===== src/rtl/vga_disp_ctrl.sv =====
// vga_disp_ctrl: debounces the two push-buttons, owns the banner colour register
// and moves the banner origin once per frame according to the selected motion mode.
module vga_disp_ctrl #(
    parameter logic [19:0] DEBOUNCE_CNT = 20'd500_000,
    parameter logic [9:0]  H_VALID      = 10'd640,
    parameter logic [9:0]  V_VALID      = 10'd480,
    parameter logic [9:0]  BANNER_W     = 10'd128,
    parameter logic [9:0]  BANNER_H     = 10'd32,
    parameter logic [9:0]  STEP         = 10'd2
) (
    input  logic        vga_clk,
    input  logic        sys_rst_n,
    input  logic        key_s_n,
    input  logic        key_d_n,
    input  logic        frame_pulse,
    output logic [15:0] char_color,
    output logic [9:0]  org_x,
    output logic [9:0]  org_y,
    output logic [1:0]  mode,
    output logic        key_s_pulse,
    output logic        key_d_pulse
);
    localparam logic [10:0] MAX_X  = {1'b0, H_VALID - BANNER_W};
    localparam logic [10:0] MAX_Y  = {1'b0, V_VALID - BANNER_H};
    localparam logic [9:0]  CX     = MAX_X[10:1];
    localparam logic [9:0]  CY     = MAX_Y[10:1];
    localparam logic [10:0] STEP11 = {1'b0, STEP};
    localparam logic [15:0] RED    = 16'hF800;
    localparam logic [15:0] GREEN  = 16'h07E0;
    localparam logic [15:0] BLUE   = 16'h001F;

    typedef enum logic [1:0] {STATIC = 2'd0, SCROLL = 2'd1, BOUNCE = 2'd2} mode_t;

    // bit 0 is the colour key, bit 1 the mode key
    logic [1:0]       sync1_q, sync2_q, stable_q, stable_d, stable_r_q, pulse_q, pulse_d;
    logic [1:0][19:0] cnt_q, cnt_d;

    always_comb begin
        for (int i = 0; i < 2; i++) begin
            stable_d[i] = (sync2_q[i] != stable_q[i] && cnt_q[i] == DEBOUNCE_CNT - 20'd1) ? sync2_q[i] : stable_q[i];
            cnt_d[i]    = (sync2_q[i] == stable_q[i] || cnt_q[i] == DEBOUNCE_CNT - 20'd1) ? 20'd0 : cnt_q[i] + 20'd1;
        end
        pulse_d = stable_r_q & ~stable_q;
    end

    always_ff @(posedge vga_clk or negedge sys_rst_n) begin
        if (!sys_rst_n) begin
            sync1_q    <= 2'b11;
            sync2_q    <= 2'b11;
            stable_q   <= 2'b11;
            stable_r_q <= 2'b11;
            cnt_q      <= '0;
            pulse_q    <= 2'b00;
        end else begin
            sync1_q    <= {key_d_n, key_s_n};
            sync2_q    <= sync1_q;
            stable_q   <= stable_d;
            stable_r_q <= stable_q;
            cnt_q      <= cnt_d;
            pulse_q    <= pulse_d;
        end
    end

    mode_t       mode_q, mode_d;
    logic [15:0] color_q, color_d;
    logic [9:0]  x_q, x_d, y_q, y_d;
    logic        dx_q, dx_d, dy_q, dy_d;
    logic [10:0] x_up, y_up;

    assign x_up = {1'b0, x_q} + STEP11;
    assign y_up = {1'b0, y_q} + STEP11;

    // direction flags: 1 moves toward larger coordinates
    always_comb begin
        color_d = !pulse_q[0] ? color_q : (color_q == RED) ? GREEN : (color_q == GREEN) ? BLUE : RED;
        mode_d  = mode_q;
        x_d     = x_q;
        y_d     = y_q;
        dx_d    = dx_q;
        dy_d    = dy_q;
        if (pulse_q[1]) begin
            mode_d = (mode_q == STATIC) ? SCROLL : (mode_q == SCROLL) ? BOUNCE : STATIC;
            dx_d   = 1'b1;
            dy_d   = 1'b1;
            x_d    = (mode_d == BOUNCE) ? x_q : CX;
            y_d    = (mode_d == BOUNCE) ? y_q : CY;
        end else if (frame_pulse && mode_q == SCROLL) begin
            x_d = (x_up > MAX_X) ? 10'd0 : x_up[9:0];
        end else if (frame_pulse && mode_q == BOUNCE) begin
            if (dx_q) begin
                x_d  = (x_up >= MAX_X) ? MAX_X[9:0] : x_up[9:0];
                dx_d = x_up < MAX_X;
            end else begin
                x_d  = ({1'b0, x_q} <= STEP11) ? 10'd0 : x_q - STEP;
                dx_d = {1'b0, x_q} <= STEP11;
            end
            if (dy_q) begin
                y_d  = (y_up >= MAX_Y) ? MAX_Y[9:0] : y_up[9:0];
                dy_d = y_up < MAX_Y;
            end else begin
                y_d  = ({1'b0, y_q} <= STEP11) ? 10'd0 : y_q - STEP;
                dy_d = {1'b0, y_q} <= STEP11;
            end
        end
    end

    always_ff @(posedge vga_clk or negedge sys_rst_n) begin
        if (!sys_rst_n) begin
            mode_q  <= STATIC;
            color_q <= RED;
            x_q     <= CX;
            y_q     <= CY;
            dx_q    <= 1'b1;
            dy_q    <= 1'b1;
        end else begin
            mode_q  <= mode_d;
            color_q <= color_d;
            x_q     <= x_d;
            y_q     <= y_d;
            dx_q    <= dx_d;
            dy_q    <= dy_d;
        end
    end

    assign char_color  = color_q;
    assign org_x       = x_q;
    assign org_y       = y_q;
    assign mode        = mode_q;
    assign key_s_pulse = pulse_q[0];
    assign key_d_pulse = pulse_q[1];
endmodule


===== config.mk =====
export PLATFORM = sky130hd
export DESIGN_NAME = vga_disp_ctrl
export DESIGN_NICKNAME = d
export VERILOG_FILES = /design/src/rtl/vga_disp_ctrl.sv
export SDC_FILE = /design/constraint.sdc
export NUM_CORES = 1
export LEC_CHECK = 0
export CAP_MARGIN = 20
export CORE_ASPECT_RATIO = 0.9
export CORE_MARGIN = 1
export CORE_UTILIZATION = 45
export CTS_CLUSTER_SIZE = 20
export DETAILED_ROUTE_END_ITERATION = 16
export HOLD_SLACK_MARGIN = 0.15
export PLACE_DENSITY = 0.77
export REMOVE_ABC_BUFFERS = 1
export SETUP_SLACK_MARGIN = 0.4
export SLEW_MARGIN = 15
export SYNTH_ARGS = -nofsm -noshare
export SYNTH_HDL_FRONTEND = slang
export SYNTH_SLANG_ARGS = --single-unit

===== constraint.sdc =====
create_clock -name vga_clk -period 2.2 [get_ports vga_clk]
set_input_delay 0.55 -clock vga_clk [delete_from_list [all_inputs] [get_ports vga_clk]]
set_output_delay 0.55 -clock vga_clk [all_outputs]
set_load 0.1 [all_outputs]

==> flow_summary.ini <==
[outcome]
outcome = finished with violations
violations = negative setup slack

[routing]
drc = 0
drt.antenna.violating_nets = 0
drtIter0Drc = 367
drt_first_pass_iters = 5
wl_um = 15800
via_per_inst = 6.20
num_vias = 4696
wire_per_inst_um = 20.8

[pwr]
power_switching_w = 0.000720
p_comb_share_pct = 4.9
pwr-share-seq_pct = 46.0
switching_share_pct = 23.5
pwr-share-clk_pct = 49.1
p_per_area_mw_per_mm2 = 425
leakage_nw = 2.90
intPower_w = 0.00235
peakVddDrop_v = 0.000301

[sta]
finalMaxSlewViolations = 0
maxSlewHeadroom_pct = 62.9
worst_slack_ps = -15.5
finalCriticalPeriod_ps = 2220
max_freq_ghz = 0.451
worst_slew_pin_slew_ps = 552
finalHoldViolCount = 0
timing.final.crit_share_pct = 101
fin_tns_setup_ps = -33.2
rsz0062_at_grt = true
finalSetupViolCount = 4
clock_skew_ps = 7.56

[yosys]
syn-cell-area_mm2 = 0.00457
async_flop_share_pct = 100
synth_area_per_cell_um2 = 9.06
yosys.area.top_type = dfrtp_1
ys_types = 73
synth_seq_cells = 75
synth_edf_count = 0
yosys-top-cells-area = dfrtp_1, dfstp_2, nor2_1, xor2_1, xnor2_1
synth_ff_type = dfrtp_1
ys_seq_area_share_pct = 41.5
ys.warnings.count = 0
synth_cells = 505
yosysTopAreaCellShare_pct = 32.8

[floorplanning]
rows = 34
pin_count = 45
core_area_mm2 = 0.00978
die_y_um = 97.6
initial_core_util_pct = 46.7
die_x_um = 108
die_area_mm2 = 0.0106

[grt]
grt_max_degree = 54
grtUsageTotal_pct = 25.9
grt_pass1_vias = 4551
grt_pass1_wl_um = 21900
grt_antenna_before_repair = 0
gr-total-overflow = 0

[worst_setup_path]
worstPathArrival_ps = 2490
cp_common_cell = buf_4
rr_startpoint = org_x[1]
critPathMaxStageDelay_ps = 410
crit_required_ps = 2470
setup.worst_path.class = flop to flop
crit_path_top_delay_cell = dfrtp_1
path_buf_inv = 3
reg2reg_slack_ps = -20
timing.rr.end = org_x[5]
crit_chain = buf_4 -> buf_6 -> nand4_4 -> mux2_4 -> a32oi_4 -> buf_4 -> nand3_1 -> o21ai_0 -> a22o_1
end_kind = flop
worst_setup_path_start_kind = flop
path_max_fanout = 5
cp_top_family = compound AO/OA/AOI/OAI gates
r2r_cells = 9

[cells_and_area]
finalNetCount = 639
final_cells = 757
diodes = 0
drive_gt1_share_pct = 47.7
multi_input_area_mm2 = 0.00310
fill_cells = 596
regArea_mm2 = 0.00191
area_growth_pct = 58.0
final_common_cell = buf_4
final_cell_mix = buf_4, dfrtp_1, nor2_1

[clock_network]
clock-sinks = 75
path_clk_slew_ps = 70
clockBufferDepth = 2
root_buffer = clkbuf_16
clock_latency_ps = 340
cts_tree = done
h-tree-depth = 3
cts_buffers = 9
hold_buffers = 0

[flow_run]
maxCapViolCount = 0

[worst_hold_path]
hold_path.class = primary input to async pin

[place]
dp.cells = 693
port_buffers = 42
dpl.hpwl_um = 7810
place.gp.congestion = 0.931
[layer usage]
layer,share of wire (%),vias up,GRT usage (%),wire [um]
li1,-,2017,-,-
met1,37,2275,32.4,5810
met2,50,303,42.6,7840
met3,7.8,101,6.37,1230
met4,5.7,0,10.6,897
met5,0,-,0,0
[Yosys cell counts (3+ instances only)]
| cell | instances |
|---|---|
| o21a_1 | 3 |
| o22ai_1 | 4 |
| nor2b_1 | 8 |
| xor2_1 | 22 |
| nand2_1 | 38 |
| a211oi_2 | 3 |
| or3_1 | 8 |
| dfrtp_1 | 60 |
| nor4b_1 | 3 |
| nor3_1 | 11 |
| a31oi_1 | 8 |
| mux2i_1 | 3 |
| buf_4 | 20 |
| inv_1 | 23 |
| o21ai_0 | 16 |
| nand4_1 | 13 |
| nor2_1 | 69 |
| mux2_2 | 6 |
| clkbuf_1 | 6 |
| and4_1 | 3 |
| xnor2_1 | 19 |
| nand2b_1 | 5 |
| dfstp_2 | 15 |
| nand3_1 | 27 |
| and3_1 | 10 |
| a21oi_1 | 22 |
| ha_1 | 8 |
| nor4_1 | 4 |
| or2_2 | 5 |
| buf_2 | 7 |
[worst reg2reg max path, stage by stage (launching register included)]
cell and delay (ps):
dfrtp_1 410, buf_4 160, buf_6 130, nand4_4 80
mux2_4 320, a32oi_4 210, buf_4 160, nand3_1 140
o21ai_0 340, a22o_1 200
[logic make-up after synthesis]
logic type / after synthesis / share of synthesized area [%]
DFF: 75 / 41.5
other: 1 / 0.0820
and+or+nand+nor: 221 / 24.7
muxes: 10 / 2.38
buffers and inverters: 58 / 6.92
AOI/OAI and AO/OA: 91 / 14.4
xor gates and xnor gates: 41 / 7.85
adders and majority gates: 8 / 2.19
[registers in the layout (all words and copies together) (netlist names)]
register    cells
char_color      3
cnt_q          40
dx_q            1
dy_q            1
mode            2
org_x           9
org_y           9
pulse_q         2
stable_q        2
stable_r_q      2
sync1_q         2
sync2_q         2
[stage by stage]
| stage | util [%] | hold WS, ps | instance area (um2) | total power (W) | setup WS, ps |
|---|---|---|---|---|---|
| 3_3_place_gp | 57.4 | 346 | 5620 | 0.00152 | -215 |
| 6_report | 73.9 | 175 | 7230 | 0.00307 | -15.5 |
| 5_1_grt | 73.9 | 208 | 7230 | 0.00316 | -99.3 |
| 3_5_place_dp | 57.4 | 349 | 5620 | 0.00153 | -269 |
| 2_1_floorplan | - | 254 | 4350 | 0.00147 | -2380 |
| 4_1_cts | 67.6 | 190 | 6620 | 0.00305 | 78.2 |
[power by group through the flow]
| stage | registers [W] | logic [W] | clock network (W) |
|---|---|---|---|
| floorplan | 0.00143 | 0.0000418 | 0 |
| global placement | 0.00143 | 0.0000919 | 0 |
| detailed placement | 0.00143 | 0.0000949 | 0 |
| CTS | 0.00141 | 0.000123 | 0.00152 |
| global route | 0.00141 | 0.000162 | 0.00158 |
| finish | 0.00141 | 0.000150 | 0.00151 |
[how the worst max path moves through the flow]
stage	slack, ps	cells after the start	to	start
after detailed placement	-270	7	org_x[4]	frame_pulse
after global placement	-210	7	org_x[4]	frame_pulse
final	-20	9	org_x[5]	org_x[1]
after floorplan	-2380	3	char_color[14]	char_color[10]
after CTS	80	8	org_x[9]	org_x[1]
after global routing	-100	8	cnt_q[37]	cnt_q[32]
[layout make-up]
class                   instances  share of cell area [%]
inverters                      23                    1.19
clock inverters                 6                    1.02
clock buffers                  10                    3.17
flip-flops and latches         75                    26.5
repair buffers                144                    23.0
well taps                     126                    2.18
multi-input cells             373                    42.9
[repair_timing]
action,in CTS,in global routing
buffers inserted,30,15
endpoints found under the setup margin,71,72
pin swaps,19,39
gates resized for setup,85,109
cloned,2,1
No activity file was read; power rests on OpenSTA's default activity.
